===== src/rtl/qq_arbiter.sv =====
// Round-robin arbiter/sequencer sharing one QuickQ priority queue among N requesters.
// Define QQ_ARB_TIMEOUT_EN to bound the WAIT state to TO cycles and enable the sticky timeout flag.
module qq_arbiter #(
    parameter int N  = 4,
    parameter int W  = 8,
    parameter int TO = 16
) (
    input  logic           i_clk,
    input  logic           i_rst_n,
    input  logic [N-1:0]   i_req_enq,
    input  logic [N-1:0]   i_req_deq,
    input  logic [N*W-1:0] i_req_data,
    output logic [N-1:0]   o_ack,
    output logic           o_err,
    output logic [W-1:0]   o_deq_data,
    output logic           o_deq_valid,
    output logic           o_timeout,
    output logic           o_q_enq,
    output logic           o_q_deq,
    output logic [W-1:0]   o_q_din,
    input  logic           i_q_rdy,
    input  logic           i_q_full,
    input  logic           i_q_empty,
    input  logic [W-1:0]   i_q_dout
);
    localparam int PW = (N > 1) ? $clog2(N) : 1;

    typedef enum logic [1:0] {S_IDLE, S_ISSUE, S_WAIT, S_DONE} state_t;

    state_t         r_state, w_state_nxt;
    logic [PW-1:0]  r_ptr, r_gnt, w_gnt, w_ptr_nxt;
    logic           r_deq_op, r_err;
    logic [W-1:0]   r_key, r_dout, w_key;
    logic [N-1:0]   w_pend;
    logic           w_found, w_grant, w_g_enq, w_g_deq, w_bad, w_to_hit;

    assign w_pend = i_req_enq | i_req_deq;

    // First pending requester at or after the pointer, wrapping modulo N.
    always_comb begin
        logic [PW-1:0] v_idx;
        v_idx   = '0;
        w_found = 1'b0;
        w_gnt   = '0;
        for (int k = 0; k < N; k++) begin
            v_idx = PW'((int'(r_ptr) + k) % N);
            if (!w_found && w_pend[v_idx]) begin
                w_found = 1'b1;
                w_gnt   = v_idx;
            end
        end
    end

    always_comb begin
        w_key = '0;
        for (int k = 0; k < N; k++) begin
            if (w_gnt == PW'(k))
                w_key = i_req_data[k*W +: W];
        end
    end

    assign w_ptr_nxt = PW'((int'(w_gnt) + 1) % N);
    assign w_grant   = (r_state == S_IDLE) && w_found && i_q_rdy;
    assign w_g_enq   = i_req_enq[w_gnt];
    assign w_g_deq   = i_req_deq[w_gnt];
    // Rejected requests skip the queue entirely and are acked with err.
    assign w_bad     = (w_g_enq && w_g_deq) || (w_g_enq && i_q_full) || (w_g_deq && i_q_empty);

`ifdef QQ_ARB_TIMEOUT_EN
    localparam int CW = $clog2(TO + 1);
    logic [CW-1:0] r_wcnt;
    logic          r_timeout;
`endif

    always_ff @(posedge i_clk or negedge i_rst_n) begin
        if (!i_rst_n) r_state <= S_IDLE;
        else          r_state <= w_state_nxt;
    end

    always_comb begin
        w_state_nxt = r_state;
        w_to_hit    = 1'b0;
        case (r_state)
            S_IDLE: begin
                if (w_grant)
                    w_state_nxt = w_bad ? S_DONE : S_ISSUE;
            end
            S_ISSUE: w_state_nxt = S_WAIT;
            S_WAIT: begin
                if (i_q_rdy)
                    w_state_nxt = S_DONE;
`ifdef QQ_ARB_TIMEOUT_EN
                else if (r_wcnt == CW'(TO - 1)) begin
                    w_state_nxt = S_DONE;
                    w_to_hit    = 1'b1;
                end
`endif
            end
            S_DONE:  w_state_nxt = S_IDLE;
            default: w_state_nxt = S_IDLE;
        endcase
    end

    always_ff @(posedge i_clk or negedge i_rst_n) begin
        if (!i_rst_n) begin
            r_ptr    <= '0;
            r_gnt    <= '0;
            r_deq_op <= 1'b0;
            r_err    <= 1'b0;
            r_key    <= '0;
            r_dout   <= '0;
        end else begin
            if (w_grant) begin
                r_gnt    <= w_gnt;
                r_deq_op <= w_g_deq;
                r_key    <= w_key;
                r_ptr    <= w_ptr_nxt;
                r_err    <= w_bad;
            end
            if (r_state == S_WAIT && i_q_rdy && r_deq_op)
                r_dout <= i_q_dout;
            if (w_to_hit)
                r_err <= 1'b1;
        end
    end

`ifdef QQ_ARB_TIMEOUT_EN
    always_ff @(posedge i_clk or negedge i_rst_n) begin
        if (!i_rst_n) begin
            r_wcnt    <= '0;
            r_timeout <= 1'b0;
        end else begin
            if (r_state != S_WAIT) r_wcnt <= '0;
            else                   r_wcnt <= r_wcnt + 1'b1;
            if (w_to_hit)
                r_timeout <= 1'b1;
        end
    end
    assign o_timeout = r_timeout;
`else
    assign o_timeout = 1'b0;
`endif

    assign o_q_enq     = (r_state == S_ISSUE) && !r_deq_op;
    assign o_q_deq     = (r_state == S_ISSUE) && r_deq_op;
    assign o_q_din     = r_key;
    assign o_ack       = (r_state == S_DONE) ? ({{(N-1){1'b0}}, 1'b1} << r_gnt) : '0;
    assign o_err       = (r_state == S_DONE) && r_err;
    assign o_deq_valid = (r_state == S_DONE) && r_deq_op && !r_err;
    assign o_deq_data  = r_dout;

endmodule

===== config.mk =====
export PLATFORM = sky130hd
export DESIGN_NAME = qq_arbiter
export DESIGN_NICKNAME = d
export VERILOG_FILES = /design/src/rtl/qq_arbiter.sv
export SDC_FILE = /design/constraint.sdc
export NUM_CORES = 1
export LEC_CHECK = 0
export CORE_ASPECT_RATIO = 0.75
export CORE_MARGIN = 3
export CORE_UTILIZATION = 40
export CTS_CLUSTER_DIAMETER = 50
export DETAILED_ROUTE_END_ITERATION = 10
export GPL_ROUTABILITY_DRIVEN = 1
export PLACE_DENSITY_LB_ADDON = 0.25
export REMOVE_ABC_BUFFERS = 1
export SLEW_MARGIN = 20
export SYNTH_ARGS = -nofsm -noshare
export SYNTH_HDL_FRONTEND = slang
export SYNTH_SLANG_ARGS = --single-unit

===== constraint.sdc =====
create_clock -name i_clk -period 2.85 [get_ports i_clk]
set_input_delay 0.285 -clock i_clk [delete_from_list [all_inputs] [get_ports i_clk]]
set_output_delay 0.285 -clock i_clk [all_outputs]
set_load 0.005 [all_outputs]

==> impl_metrics.yaml <==
clocking:
  cts_buffers: 3
  postCtsResizedCells: 0
  clkLatencyLatePin_ns: 0.27
  cts_tree: "yes"
  hold_buffers: 0
  root_buffer: "clkbuf_8"
  cts.sinks: 24
  htree_num_levels: 1
  cts_setup_buffers: 0
  clk_pin_slew_ns: 0.10
  max-clock-path-buffers: 2
sta:
  finalWorstSetupSlack_ns: 0.236
  tightest_slew_ns: 0.575
  hold_viol: 0
  whs_ns: 0.370
  fin_crit_ns: 2.61
  setup_viol: 0
  rsz0062_at_grt: "no"
  fin_setup_tns_ns: 0
  maxSlewHeadroom_pct: 61.7
  fin_crit_sh_pct: 91.7
  skew_ns: 0.00941
  max_freq_mhz: 383
  slew_violations: 0
critical_path:
  crit_path_end_kind: "flip-flop"
  critPathLaunchType: "flip-flop"
  critical_path.startpoint: "r_ptr[1]$_DFFE_PN0P_"
  crit_required_ns: 3.00
  rrSetupSlack_ns: 0.24
  critPathKind: "reg -> reg"
  r2r_end: "o_q_din[5]$_DFFE_PN0P_"
  setup.worst_path.end: "o_q_din[5]$_DFFE_PN0P_"
  cp_max_fo: 11
  rr_startpoint: "r_ptr[1]$_DFFE_PN0P_"
  r2r_cells: 11
  crit_arrival_ns: 2.77
yosys:
  synth_compound_area_share_pct: 23.5
  synth_edf_count: 0
  synth_seq_cells: 24
  synth_top_cell_area_share_pct: 37.6
  synth_xor_area_share_pct: 0
  syn_area_per_cell_sq_um: 9.18
  muxShareOfSynthArea_pct: 7.60
  netlist_area_sq_um: 1600
  async_flop_share_pct: 100
  yosysWarnings: 0
  synthSimpleGateAreaFrac_pct: 19.9
  ys_seq_area_share_pct: 37.6
  synth_flop_cell: "dfrtp_1"
  synth.largest_area_cell: "dfrtp_1"
  synth_top_family_by_area: "compound AO/OA/AOI/OAI gates"
  synth_cells: 174
  ys_types: 46
  synthTopCellsByArea: "dfrtp_1 38%, ha_1 7.1%, a21oi_1 4.7%, nand2_1 4.7%, nor2b_1 3.9%"
  synth-adder-area-share_pct: 7.05
final_layout:
  utilization_pct: 66.3
  final_nets: 314
  synthToLayoutAreaGrowth_pct: 55.9
  instances_no_fill: 303
  drive_gt1_share_pct: 7.57
  antenna_cells: 0
global_route:
  grt_max_degree: 25
  grt_pass1_vias: 1506
  grt_pass1_wl_um: 6870
  grt_use_total_pct: 18.1
  antenna_found_initial: 0
  grt_overflow: 0
pwr:
  p_leak_nw: 1.03
  p_sw_mw: 0.850
  netSwitchingFraction_pct: 37.6
  p_int_mw: 1.41
  power_frac_comb_pct: 58.5
  peakVddDrop_mv: 0.637
  clkPwrFrac_pct: 13.4
  p_per_area_nw_per_um2: 909
  seq_power_share_pct: 28.1
route:
  drc_errors: 0
  wl_per_cell_um: 14.4
  drtAntennaViolNets: 0
  drt_iter0_drc: 52
  first_pass_iters: 4
  viasPerCell: 5.25
  drt-total-wl_um: 4360
  vias: 1591
placement:
  pre_cts_ws_ns: 0.0218
  place.port_buffers: 76
  routabilityCongestion: 0.957
  dp_hpwl_um: 3430
  dpl.cell_count: 299
min_path:
  min_path_type: "in -> async"
floorplan:
  die_h_um: 60.7
  die_w_um: 79.0
  core-area_sq_um: 3760
  dieArea_sq_um: 4790
  initial_core_util_pct: 42.5
  io_pins: 78
  floorplan.rows: 19
status:
  status: "finished, final reports clean"
run:
  cap_viol_max_count: 0
[cell type report]
class | count | area (sq um)
fill | 341 | 1270
multi-input combinational | 136 | 931
timing repair buffer | 81 | 798
sequential | 24 | 601
tap | 52 | 65.1
clock buffer | 3 | 41.3
clock inverter | 1 | 30.0
inverter | 6 | 22.5
[cells by family (layout without fill, tap and decap cells)]
kind of cell	after synthesis	in the layout
other cells	1	1
flops	24	24
fa+ha+maj	9	9
simple gates	62	62
mux	11	11
buf+inv	14	91
compound gates	53	53
[stage by stage]
step                      area [sq um]  power, mW
after CTS                         2490       2.27
after floorplan                   1550       1.38
after detailed placement          2420       1.96
after global placement            2420       1.92
final                             2490       2.26
after global routing              2490       2.47
[registers in the layout (all words and copies together) (netlist names)]
register    cells
r_ptr           2
r_err           1
r_deq_op        1
r_gnt           2
o_deq_data      8
o_q_din         8
r_state         2
[worst min path at each step]
stage	from	to	slack, ns	cells past startpoint
floorplan	i_rst_n	o_deq_data[0]$_DFFE_PN0P_	-0.01	0
global placement	o_q_din[0]$_DFFE_PN0P_	o_q_din[0]$_DFFE_PN0P_	0.47	2
detailed placement	o_q_din[7]$_DFFE_PN0P_	o_q_din[7]$_DFFE_PN0P_	0.48	2
CTS	i_rst_n	r_gnt[1]$_DFFE_PN0P_	0.38	2
global route	i_rst_n	o_q_din[0]$_DFFE_PN0P_	0.38	2
finish	i_rst_n	r_gnt[1]$_DFFE_PN0P_	0.37	2
[routing by layer]
layer  vias to the layer above  global-route usage, %  wire [um]
li1                        782                      -          -
met1                       733                   24.3       2030
met2                        65                   28.4       1890
met3                        11                   5.93        324
met4                         0                   5.64        108
met5                         -                      0          0
[worst max-delay path, cell delays in order (launching register included)]
cell and delay [ns]:
dfrtp_1 0.52, nor3_2 0.27, a211oi_2 0.09, a311oi_4 0.37
inv_1 0.11, ha_1 0.21, nor2b_1 0.12, buf_4 0.15
a221oi_1 0.34, nor3_1 0.09, a21oi_1 0.14, o21ai_1 0.07
[synthesized netlist by cell type (all sizes together) (3+ instances only)]
cell,count
dfrtp,24
nand2,20
a21oi,15
o21ai,13
nor2,10
nor2b,10
ha,9
mux2,9
nor3,8
a221oi,7
inv,6
clkbuf,5
or2,4
buf,3
o31ai,3
[cell usage in the layout (no fill, tap or decap), types with 6 or more instances in the layout]
cell              n
o21ai_1          12
clkdlybuf4s50_1  76
nor3_1            7
ha_1              9
inv_1             6
dfrtp_1          24
a21oi_1          15
nor2b_1          10
nor2_1            8
nand2_1          20
a221oi_1          7
[power groups by stage]
stage / combinational [mW] / clock, mW / sequential (mW)
finish: 1.32 / 0.303 / 0.635
global route: 1.48 / 0.328 / 0.659
CTS: 1.33 / 0.312 / 0.634
detailed placement: 1.32 / 0 / 0.640
global placement: 1.29 / 0 / 0.632
floorplan: 0.756 / 0 / 0.628
(Power assumes the default switching activity.)
